$ cat config.mk
export PLATFORM = sky130hd
export DESIGN_NAME = dcache_port_arbiter_flat
export DESIGN_NICKNAME = d
export VERILOG_FILES = /design/src/rtl/dcache_port_arbiter_if.sv /design/src/rtl/dcache_port_arbiter.sv /design/src/flat_wrapper.sv
export SDC_FILE = /design/constraint.sdc
export NUM_CORES = 1
export LEC_CHECK = 0
export CORE_MARGIN = 8
export CORE_UTILIZATION = 30
export CTS_BUF_LIST = sky130_fd_sc_hd__clkbuf_4 sky130_fd_sc_hd__clkbuf_8
export CTS_CLUSTER_SIZE = 16
export DETAILED_ROUTE_END_ITERATION = 7
export DONT_BUFFER_PORTS = 1
export GPL_TIMING_DRIVEN = 0
export PLACE_DENSITY = 0.49
export SETUP_SLACK_MARGIN = 0.4
export SYNTH_ARGS = -nofsm -noshare
export SYNTH_HDL_FRONTEND = slang
export SYNTH_SLANG_ARGS = --single-unit
$ cat constraint.sdc
create_clock -name clk -period 1.99 [get_ports clk]
set_input_delay 0.4975 -clock clk [delete_from_list [all_inputs] [get_ports clk]]
set_output_delay 0.4975 -clock clk [all_outputs]
set_load 0.05 [all_outputs]
$ cat src/rtl/dcache_port_arbiter_if.sv
`default_nettype none
// =============================================================================
// Module   : dcache_port_arbiter_if
// Brief    : Requester, cache request and load-response bundle for the
//            data-cache port arbiter.
// Revision : 1.0  initial release
// =============================================================================
interface dcache_port_arbiter_if #(
    parameter int ADDR_WIDTH = 32,
    parameter int DATA_WIDTH = 32,
    parameter int TAG_BITS   = 6
) ();
    logic                  flush;

    logic                  ld_valid;
    logic                  ld_ready;
    logic [ADDR_WIDTH-1:0] ld_addr;
    logic [TAG_BITS-1:0]   ld_tag;

    logic                  st_valid;
    logic                  st_ready;
    logic [ADDR_WIDTH-1:0] st_addr;
    logic [DATA_WIDTH-1:0] st_data;

    logic                  cache_valid;
    logic                  cache_write;
    logic [ADDR_WIDTH-1:0] cache_addr;
    logic [DATA_WIDTH-1:0] cache_wdata;
    logic                  cache_ready;
    logic                  cache_rsp_valid;
    logic [DATA_WIDTH-1:0] cache_rsp_data;

    logic                  ld_rsp_valid;
    logic [TAG_BITS-1:0]   ld_rsp_tag;
    logic [DATA_WIDTH-1:0] ld_rsp_data;

    // Arbiter side
    modport master (
        input  flush,
        input  ld_valid, ld_addr, ld_tag,
        output ld_ready,
        input  st_valid, st_addr, st_data,
        output st_ready,
        output cache_valid, cache_write, cache_addr, cache_wdata,
        input  cache_ready, cache_rsp_valid, cache_rsp_data,
        output ld_rsp_valid, ld_rsp_tag, ld_rsp_data
    );

    // Requesters and cache side
    modport slave (
        output flush,
        output ld_valid, ld_addr, ld_tag,
        input  ld_ready,
        output st_valid, st_addr, st_data,
        input  st_ready,
        input  cache_valid, cache_write, cache_addr, cache_wdata,
        output cache_ready, cache_rsp_valid, cache_rsp_data,
        input  ld_rsp_valid, ld_rsp_tag, ld_rsp_data
    );
endinterface
`default_nettype wire

$ cat src/rtl/dcache_port_arbiter.sv
`default_nettype none
// =============================================================================
// Module   : dcache_port_arbiter
// Brief    : Shares the single data-cache port between speculative loads and
//            committed stores; one transaction in flight, store priority with
//            a starvation guard, flush-killed load responses are dropped.
//            Optional grant statistics: define DCACHE_ARB_STATS_EN.
// Revision : 1.0  initial release
// =============================================================================
module dcache_port_arbiter #(
    parameter int ADDR_WIDTH   = 32,
    parameter int DATA_WIDTH   = 32,
    parameter int TAG_BITS     = 6,
    parameter int STARVE_LIMIT = 3
) (
    input  wire logic             clk,
    input  wire logic             rst_n,
    dcache_port_arbiter_if.master bus
`ifdef DCACHE_ARB_STATS_EN
    ,
    output logic [31:0]           stat_ld_grants,
    output logic [31:0]           stat_st_grants,
    output logic [31:0]           stat_starve_forces
`endif
);

    localparam int CNT_W = (STARVE_LIMIT < 1) ? 1 : $clog2(STARVE_LIMIT + 1);
    localparam logic [CNT_W-1:0] c_starve_max = CNT_W'(STARVE_LIMIT);

    typedef enum logic [1:0] {
        S_IDLE    = 2'd0,
        S_REQ     = 2'd1,
        S_WAIT_RD = 2'd2
    } state_e;

    state_e                state_q,       state_d;
    logic                  cache_valid_q, cache_valid_d;
    logic                  cache_write_q, cache_write_d;
    logic [ADDR_WIDTH-1:0] cache_addr_q,  cache_addr_d;
    logic [DATA_WIDTH-1:0] cache_wdata_q, cache_wdata_d;
    logic [TAG_BITS-1:0]   tag_q,         tag_d;
    logic [CNT_W-1:0]      starve_cnt_q,  starve_cnt_d;
    logic                  kill_q,        kill_d;
    logic                  rsp_valid_q,   rsp_valid_d;
    logic [TAG_BITS-1:0]   rsp_tag_q,     rsp_tag_d;
    logic [DATA_WIDTH-1:0] rsp_data_q,    rsp_data_d;

    logic w_in_idle;
    logic w_force_ld;
    logic w_st_grant;
    logic w_ld_grant;
    logic w_handshake;

    // Grants are gated by rst_n so both ready outputs read 0 while in reset.
    always_comb begin
        w_in_idle   = rst_n && (state_q == S_IDLE);
        w_force_ld  = bus.ld_valid && (starve_cnt_q == c_starve_max);
        w_st_grant  = w_in_idle && bus.st_valid && !w_force_ld;
        w_ld_grant  = w_in_idle && !w_st_grant && bus.ld_valid && !bus.flush;
        w_handshake = (state_q == S_REQ) && cache_valid_q && bus.cache_ready;
    end

    always_ff @(posedge clk or negedge rst_n) begin
        if (!rst_n) begin
            state_q       <= S_IDLE;
            cache_valid_q <= 1'b0;
            cache_write_q <= 1'b0;
            cache_addr_q  <= '0;
            cache_wdata_q <= '0;
            tag_q         <= '0;
            starve_cnt_q  <= '0;
            kill_q        <= 1'b0;
            rsp_valid_q   <= 1'b0;
            rsp_tag_q     <= '0;
            rsp_data_q    <= '0;
        end else begin
            state_q       <= state_d;
            cache_valid_q <= cache_valid_d;
            cache_write_q <= cache_write_d;
            cache_addr_q  <= cache_addr_d;
            cache_wdata_q <= cache_wdata_d;
            tag_q         <= tag_d;
            starve_cnt_q  <= starve_cnt_d;
            kill_q        <= kill_d;
            rsp_valid_q   <= rsp_valid_d;
            rsp_tag_q     <= rsp_tag_d;
            rsp_data_q    <= rsp_data_d;
        end
    end

    always_comb begin
        state_d       = state_q;
        cache_valid_d = cache_valid_q;
        cache_write_d = cache_write_q;
        cache_addr_d  = cache_addr_q;
        cache_wdata_d = cache_wdata_q;
        tag_d         = tag_q;
        starve_cnt_d  = starve_cnt_q;
        kill_d        = kill_q;
        rsp_valid_d   = 1'b0;
        rsp_tag_d     = rsp_tag_q;
        rsp_data_d    = rsp_data_q;

        case (state_q)
            S_IDLE: begin
                if (w_st_grant) begin
                    state_d       = S_REQ;
                    cache_valid_d = 1'b1;
                    cache_write_d = 1'b1;
                    cache_addr_d  = bus.st_addr;
                    cache_wdata_d = bus.st_data;
                    kill_d        = 1'b0;
                    if (!bus.ld_valid) begin
                        starve_cnt_d = '0;
                    end else if (starve_cnt_q != c_starve_max) begin
                        starve_cnt_d = starve_cnt_q + 1'b1;
                    end
                end else if (w_ld_grant) begin
                    state_d       = S_REQ;
                    cache_valid_d = 1'b1;
                    cache_write_d = 1'b0;
                    cache_addr_d  = bus.ld_addr;
                    cache_wdata_d = '0;
                    tag_d         = bus.ld_tag;
                    kill_d        = 1'b0;
                    starve_cnt_d  = '0;
                end
            end

            S_REQ: begin
                // Stores are committed; only an in-flight load can be killed.
                if (!cache_write_q && bus.flush) begin
                    kill_d = 1'b1;
                end
                if (w_handshake) begin
                    cache_valid_d = 1'b0;
                    state_d       = cache_write_q ? S_IDLE : S_WAIT_RD;
                end
            end

            S_WAIT_RD: begin
                if (bus.cache_rsp_valid) begin
                    rsp_valid_d = !(kill_q || bus.flush);
                    rsp_tag_d   = tag_q;
                    rsp_data_d  = bus.cache_rsp_data;
                    kill_d      = 1'b0;
                    state_d     = S_IDLE;
                end else if (bus.flush) begin
                    kill_d = 1'b1;
                end
            end

            default: begin
                state_d = S_IDLE;
            end
        endcase
    end

    assign bus.ld_ready     = w_ld_grant;
    assign bus.st_ready     = w_st_grant;
    assign bus.cache_valid  = cache_valid_q;
    assign bus.cache_write  = cache_write_q;
    assign bus.cache_addr   = cache_addr_q;
    assign bus.cache_wdata  = cache_wdata_q;
    assign bus.ld_rsp_valid = rsp_valid_q;
    assign bus.ld_rsp_tag   = rsp_tag_q;
    assign bus.ld_rsp_data  = rsp_data_q;

`ifdef DCACHE_ARB_STATS_EN
    logic [31:0] stat_ld_q;
    logic [31:0] stat_st_q;
    logic [31:0] stat_sf_q;

    always_ff @(posedge clk or negedge rst_n) begin
        if (!rst_n) begin
            stat_ld_q <= '0;
            stat_st_q <= '0;
            stat_sf_q <= '0;
        end else begin
            if (w_ld_grant && (stat_ld_q != 32'hFFFF_FFFF)) begin
                stat_ld_q <= stat_ld_q + 32'd1;
            end
            if (w_st_grant && (stat_st_q != 32'hFFFF_FFFF)) begin
                stat_st_q <= stat_st_q + 32'd1;
            end
            // A forced load is one that beat a pending store on starvation.
            if (w_ld_grant && w_force_ld && bus.st_valid && (stat_sf_q != 32'hFFFF_FFFF)) begin
                stat_sf_q <= stat_sf_q + 32'd1;
            end
        end
    end

    assign stat_ld_grants     = stat_ld_q;
    assign stat_st_grants     = stat_st_q;
    assign stat_starve_forces = stat_sf_q;
`else
    // Statistics counters are not built in this configuration.
`endif

    a_ready_exclusive : assert property (@(posedge clk) disable iff (!rst_n)
        !(bus.ld_ready && bus.st_ready));

    a_req_stable : assert property (@(posedge clk) disable iff (!rst_n)
        (cache_valid_q && !bus.cache_ready) |=>
            (cache_valid_q && $stable(cache_addr_q) && $stable(cache_wdata_q)
             && $stable(cache_write_q)));

endmodule
`default_nettype wire
$ cat src/flat_wrapper.sv
// flat-port wrapper written by rule: the top's interface ports become plain ports
module dcache_port_arbiter_flat 
#(
    parameter int ADDR_WIDTH   = 32,
    parameter int DATA_WIDTH   = 32,
    parameter int TAG_BITS     = 6,
    parameter int STARVE_LIMIT = 3
)
  (clk, rst_n, bus_flush, bus_ld_valid, bus_ld_addr, bus_ld_tag, bus_ld_ready, bus_st_valid, bus_st_addr, bus_st_data, bus_st_ready, bus_cache_valid, bus_cache_write, bus_cache_addr, bus_cache_wdata, bus_cache_ready, bus_cache_rsp_valid, bus_cache_rsp_data, bus_ld_rsp_valid, bus_ld_rsp_tag, bus_ld_rsp_data);
  dcache_port_arbiter_if #(.ADDR_WIDTH(ADDR_WIDTH), .DATA_WIDTH(DATA_WIDTH), .TAG_BITS(TAG_BITS)) bus_i ();
  input  wire logic clk;
  input  wire logic rst_n;
  input wire logic [$bits(bus_i.flush)-1:0] bus_flush;
  input wire logic [$bits(bus_i.ld_valid)-1:0] bus_ld_valid;
  input wire logic [$bits(bus_i.ld_addr)-1:0] bus_ld_addr;
  input wire logic [$bits(bus_i.ld_tag)-1:0] bus_ld_tag;
  output wire logic [$bits(bus_i.ld_ready)-1:0] bus_ld_ready;
  input wire logic [$bits(bus_i.st_valid)-1:0] bus_st_valid;
  input wire logic [$bits(bus_i.st_addr)-1:0] bus_st_addr;
  input wire logic [$bits(bus_i.st_data)-1:0] bus_st_data;
  output wire logic [$bits(bus_i.st_ready)-1:0] bus_st_ready;
  output wire logic [$bits(bus_i.cache_valid)-1:0] bus_cache_valid;
  output wire logic [$bits(bus_i.cache_write)-1:0] bus_cache_write;
  output wire logic [$bits(bus_i.cache_addr)-1:0] bus_cache_addr;
  output wire logic [$bits(bus_i.cache_wdata)-1:0] bus_cache_wdata;
  input wire logic [$bits(bus_i.cache_ready)-1:0] bus_cache_ready;
  input wire logic [$bits(bus_i.cache_rsp_valid)-1:0] bus_cache_rsp_valid;
  input wire logic [$bits(bus_i.cache_rsp_data)-1:0] bus_cache_rsp_data;
  output wire logic [$bits(bus_i.ld_rsp_valid)-1:0] bus_ld_rsp_valid;
  output wire logic [$bits(bus_i.ld_rsp_tag)-1:0] bus_ld_rsp_tag;
  output wire logic [$bits(bus_i.ld_rsp_data)-1:0] bus_ld_rsp_data;
  assign bus_i.flush = bus_flush;
  assign bus_i.ld_valid = bus_ld_valid;
  assign bus_i.ld_addr = bus_ld_addr;
  assign bus_i.ld_tag = bus_ld_tag;
  assign bus_ld_ready = bus_i.ld_ready;
  assign bus_i.st_valid = bus_st_valid;
  assign bus_i.st_addr = bus_st_addr;
  assign bus_i.st_data = bus_st_data;
  assign bus_st_ready = bus_i.st_ready;
  assign bus_cache_valid = bus_i.cache_valid;
  assign bus_cache_write = bus_i.cache_write;
  assign bus_cache_addr = bus_i.cache_addr;
  assign bus_cache_wdata = bus_i.cache_wdata;
  assign bus_i.cache_ready = bus_cache_ready;
  assign bus_i.cache_rsp_valid = bus_cache_rsp_valid;
  assign bus_i.cache_rsp_data = bus_cache_rsp_data;
  assign bus_ld_rsp_valid = bus_i.ld_rsp_valid;
  assign bus_ld_rsp_tag = bus_i.ld_rsp_tag;
  assign bus_ld_rsp_data = bus_i.ld_rsp_data;
  dcache_port_arbiter #(.ADDR_WIDTH(ADDR_WIDTH), .DATA_WIDTH(DATA_WIDTH), .TAG_BITS(TAG_BITS), .STARVE_LIMIT(STARVE_LIMIT)) u_core (.clk(clk), .rst_n(rst_n), .bus(bus_i));
endmodule
==> out/qor.csv <==
metric;value;unit
Via-to-Cell Ratio;4.91;
max frequency;456;MHz
Cell variety after synth;31;
Non-Filler Instances;636;
post-layout util;0.411;
# rows;46;
Die H;142;um
Pleak;2.74;nW
critical path fanouts, max;7;
Hold Path Class;input pin to asynchronous set/reset pin;
FF-to-FF setup slack;0.14;ns
Comb power frac;0.230;
antenna violations before repair;1;
Max-Cap Viols;0;
grt ovf;0;
PwrDens;2060;nW/um2
unrepaired setup endpoints after global routing;yes;
# DRC;0;
Clk pin slew, worst setup/hold paths;0.08;ns
Final min period;2.19;ns
Post-Place Setup Slack;0.144;ns
nets;554;
IO buf count;0;
clk_lat worst skew;0.44;ns
Final Max Slew Viols;0;
slew margin rel.;0.528;
Post-Syn Area;4790;um2
Final setup viols;2;
Core ar.;15800;um2
Yosys warning total;0;
via count;3122;
syn_nets;501;
Hold Slack;-0.255;ns
Worst-Margin Slew;0.706;ns
Slowest cell on crit path;a21oi_4;
largest net degree at the start of global routing;120;
Design Power;0.0134;W
Reg2Reg Capture Point;u_core.bus.cache_addr[5]$_DFFE_PN0P_;
Sw Share;0.503;
multi-input logic area;1970;um2
Area growth syn-to-layout;35.3;%
CTS Buffer Depth;2;
most frequent cells after synthesis;dfrtp_1, mux2_2, nand2_1, mux2i_1, a22o_1;
Req. time, crit path;1.49;ns
die width;142;um
Seq/Total Area, Yosys;0.606;
vias in the first global route;3461;
Fin. Hold Viols;116;
Syn Inst Count;354;
WS Path Type;flop to primary output;
Syn Area/Cell;13.5;um2
EDFF count, synth;0;
Max H-tree Level;4;
worst setup margin;-0.204;ns
WL final;14700;um
internal power;0.00664;W
ranking of synthesized cells by area;dfrtp_1, mux2_2, mux2i_1;
WL per Instance;23.1;um
post-DP HPWL;9980;um
clock buffer count from CTS;17;
register share of total power;0.612;
fill count;1521;
clock skew;0.0140;ns
CP Launch Type;flop;
final worst-path cycle share;1.10;
peak supply drop;0.878;mV
share of flip-flops with an asynchronous set or reset;1.00;
die area;20300;um2
Starting Density;0.304;
share of post-route cells with drive strength above 1;0.644;
Synth top area share;0.606;
outcome;finished with violations;
Most used DFF post-synth;dfrtp_1;
setup_tns;-0.351;ns
GRT Total Usage;0.141;
Final GP Congestion;0.801;
Data arrival, critical path;1.70;ns
TritonRoute pass-1 iters;4;
drt initial violations;83;
Clk pwr share;0.158;
max incr delay on CP;0.56;ns
crit end category;primary output;
crit-path cells;inv_2 > ha_4 > nand3_4 > a21oi_4;
Clock Root Buffer;clkbuf_8;
failing checks;hold timing, setup timing;
R2R depth;9;
num ports;248;
Switch Pwr;0.00672;W
count leader, synth;dfrtp_1;
CTS tree;yes;
worst r2r src;u_core.starve_cnt_q[0]$_DFFE_PN0P_;
DRT antenna net count;0;
cell taking the most area after synthesis;dfrtp_1;
total area of sequential cells;3030;um2
#FFs+latches synth;116;
first-pass GRT wire length;21300;um
clock sinks;116;
total placed cells including tap cells;570;
[per-stage QoR]
step	hold slack [ns]	cell area (um2)
after detailed placement	0.205	5120
after CTS	-0.299	6140
after global routing	-0.304	6480
after global placement	0.205	5120
after floorplan	0.202	4850
final	-0.255	6480
[state kept, by name, summed over array words and instances (netlist names), 2 cells and up]
| signal | cells |
|---|---|
| u_core.state_q | 2 |
| u_core.tag_q | 6 |
| u_core.starve_cnt_q | 2 |
| u_core.bus.ld_rsp_data | 32 |
| u_core.bus.cache_wdata | 32 |
| u_core.bus.cache_addr | 32 |
| u_core.bus.ld_rsp_tag | 6 |
[power by group through the flow]
stage | sequential [W] | combinational (W) | clock (W)
final | 0.00818 | 0.00307 | 0.00212
after global routing | 0.00835 | 0.00338 | 0.00231
after CTS | 0.00822 | 0.00273 | 0.00221
after detailed placement | 0.00802 | 0.00218 | 0
after global placement | 0.00801 | 0.00209 | 0
after floorplan | 0.00764 | 0.00182 | 0
[layout by cell type, fill, tap and decap left out, types with 3 or more instances in the layout]
cell type   netlist  final
clkinv_2          0      3
buf_8             2     10
buf_16            0      7
dfrtp_1         116     11
mux2i_2           0      6
clkinvlp_4        0      7
clkbuf_2          0      4
a22o_1           32     32
buf_4             1     18
dfrtp_2           0    105
nor2b_4           1      3
clkbuf_8          0     17
mux2_4            0     23
o21ai_2           3      3
mux2i_4           0      8
mux2_2           44     21
o21ai_0           3      3
buf_12            1      9
nand2_1          39     36
inv_1             7      5
mux2i_1          34     20
o21ai_1          29     29
buf_6             6      5
[metal layers]
metal / routed length (um) / track usage / vias to the layer above
met5: 0 / 0 / -
met4: 231 / 0.0565 / 0
met3: 2110 / 0.0923 / 18
met2: 7120 / 0.229 / 182
met1: 5250 / 0.141 / 1555
li1: - / - / 1367
[worst max-delay path by stage]
stage | start | end
final | u_core.state_q[1]$_DFFE_PN0P_ | bus_ld_ready
after detailed placement | u_core.state_q[0]$_DFFE_PN0P_ | u_core.tag_q[3]$_DFFE_PN0P_
after global placement | bus_ld_valid | u_core.tag_q[3]$_DFFE_PN0P_
after floorplan | bus_ld_valid | bus_ld_ready
after global routing | u_core.state_q[1]$_DFFE_PN0P_ | bus_ld_ready
after CTS | u_core.state_q[1]$_DFFE_PN0P_ | bus_ld_ready
[cell families (layout without fill, tap and decap cells)]
group	after synthesis	in the layout	synth area share
flops	116	116	0.606
mux	79	79	0.177
compound gates	76	76	0.114
simple gates	47	47	0.0431
buf+inv	30	95	0.0439
fa+ha+maj	6	6	0.0157
other cells	0	1	0
[layout make-up]
cell class | instances | share of cell area
flip-flops and latches | 116 | 0.468
multi-input cells | 208 | 0.304
repair buffers | 34 | 0.0765
plain buffers | 23 | 0.0463
well taps | 216 | 0.0417
clock buffers | 18 | 0.0373
clock inverters | 13 | 0.0210
inverters | 7 | 0.00405
diodes | 1 | 0.000386
[critical path: cells and delay by family, from the launching register on]
kind            cells  cell delay [ns]
simple gates        1             0.07
buf+inv             1             0.09
compound gates      1             0.56
flops               1             0.39
fa+ha+maj           1             0.15
[repair_timing]
action	in CTS	in global routing
buffers inserted	15	10
gates cloned	7	2
resized for setup	155	53
setup endpoints to repair	191	117
endpoints found under the hold margin	116	116
pin swaps	6	19
No activity file was read; power rests on OpenSTA's default activity.
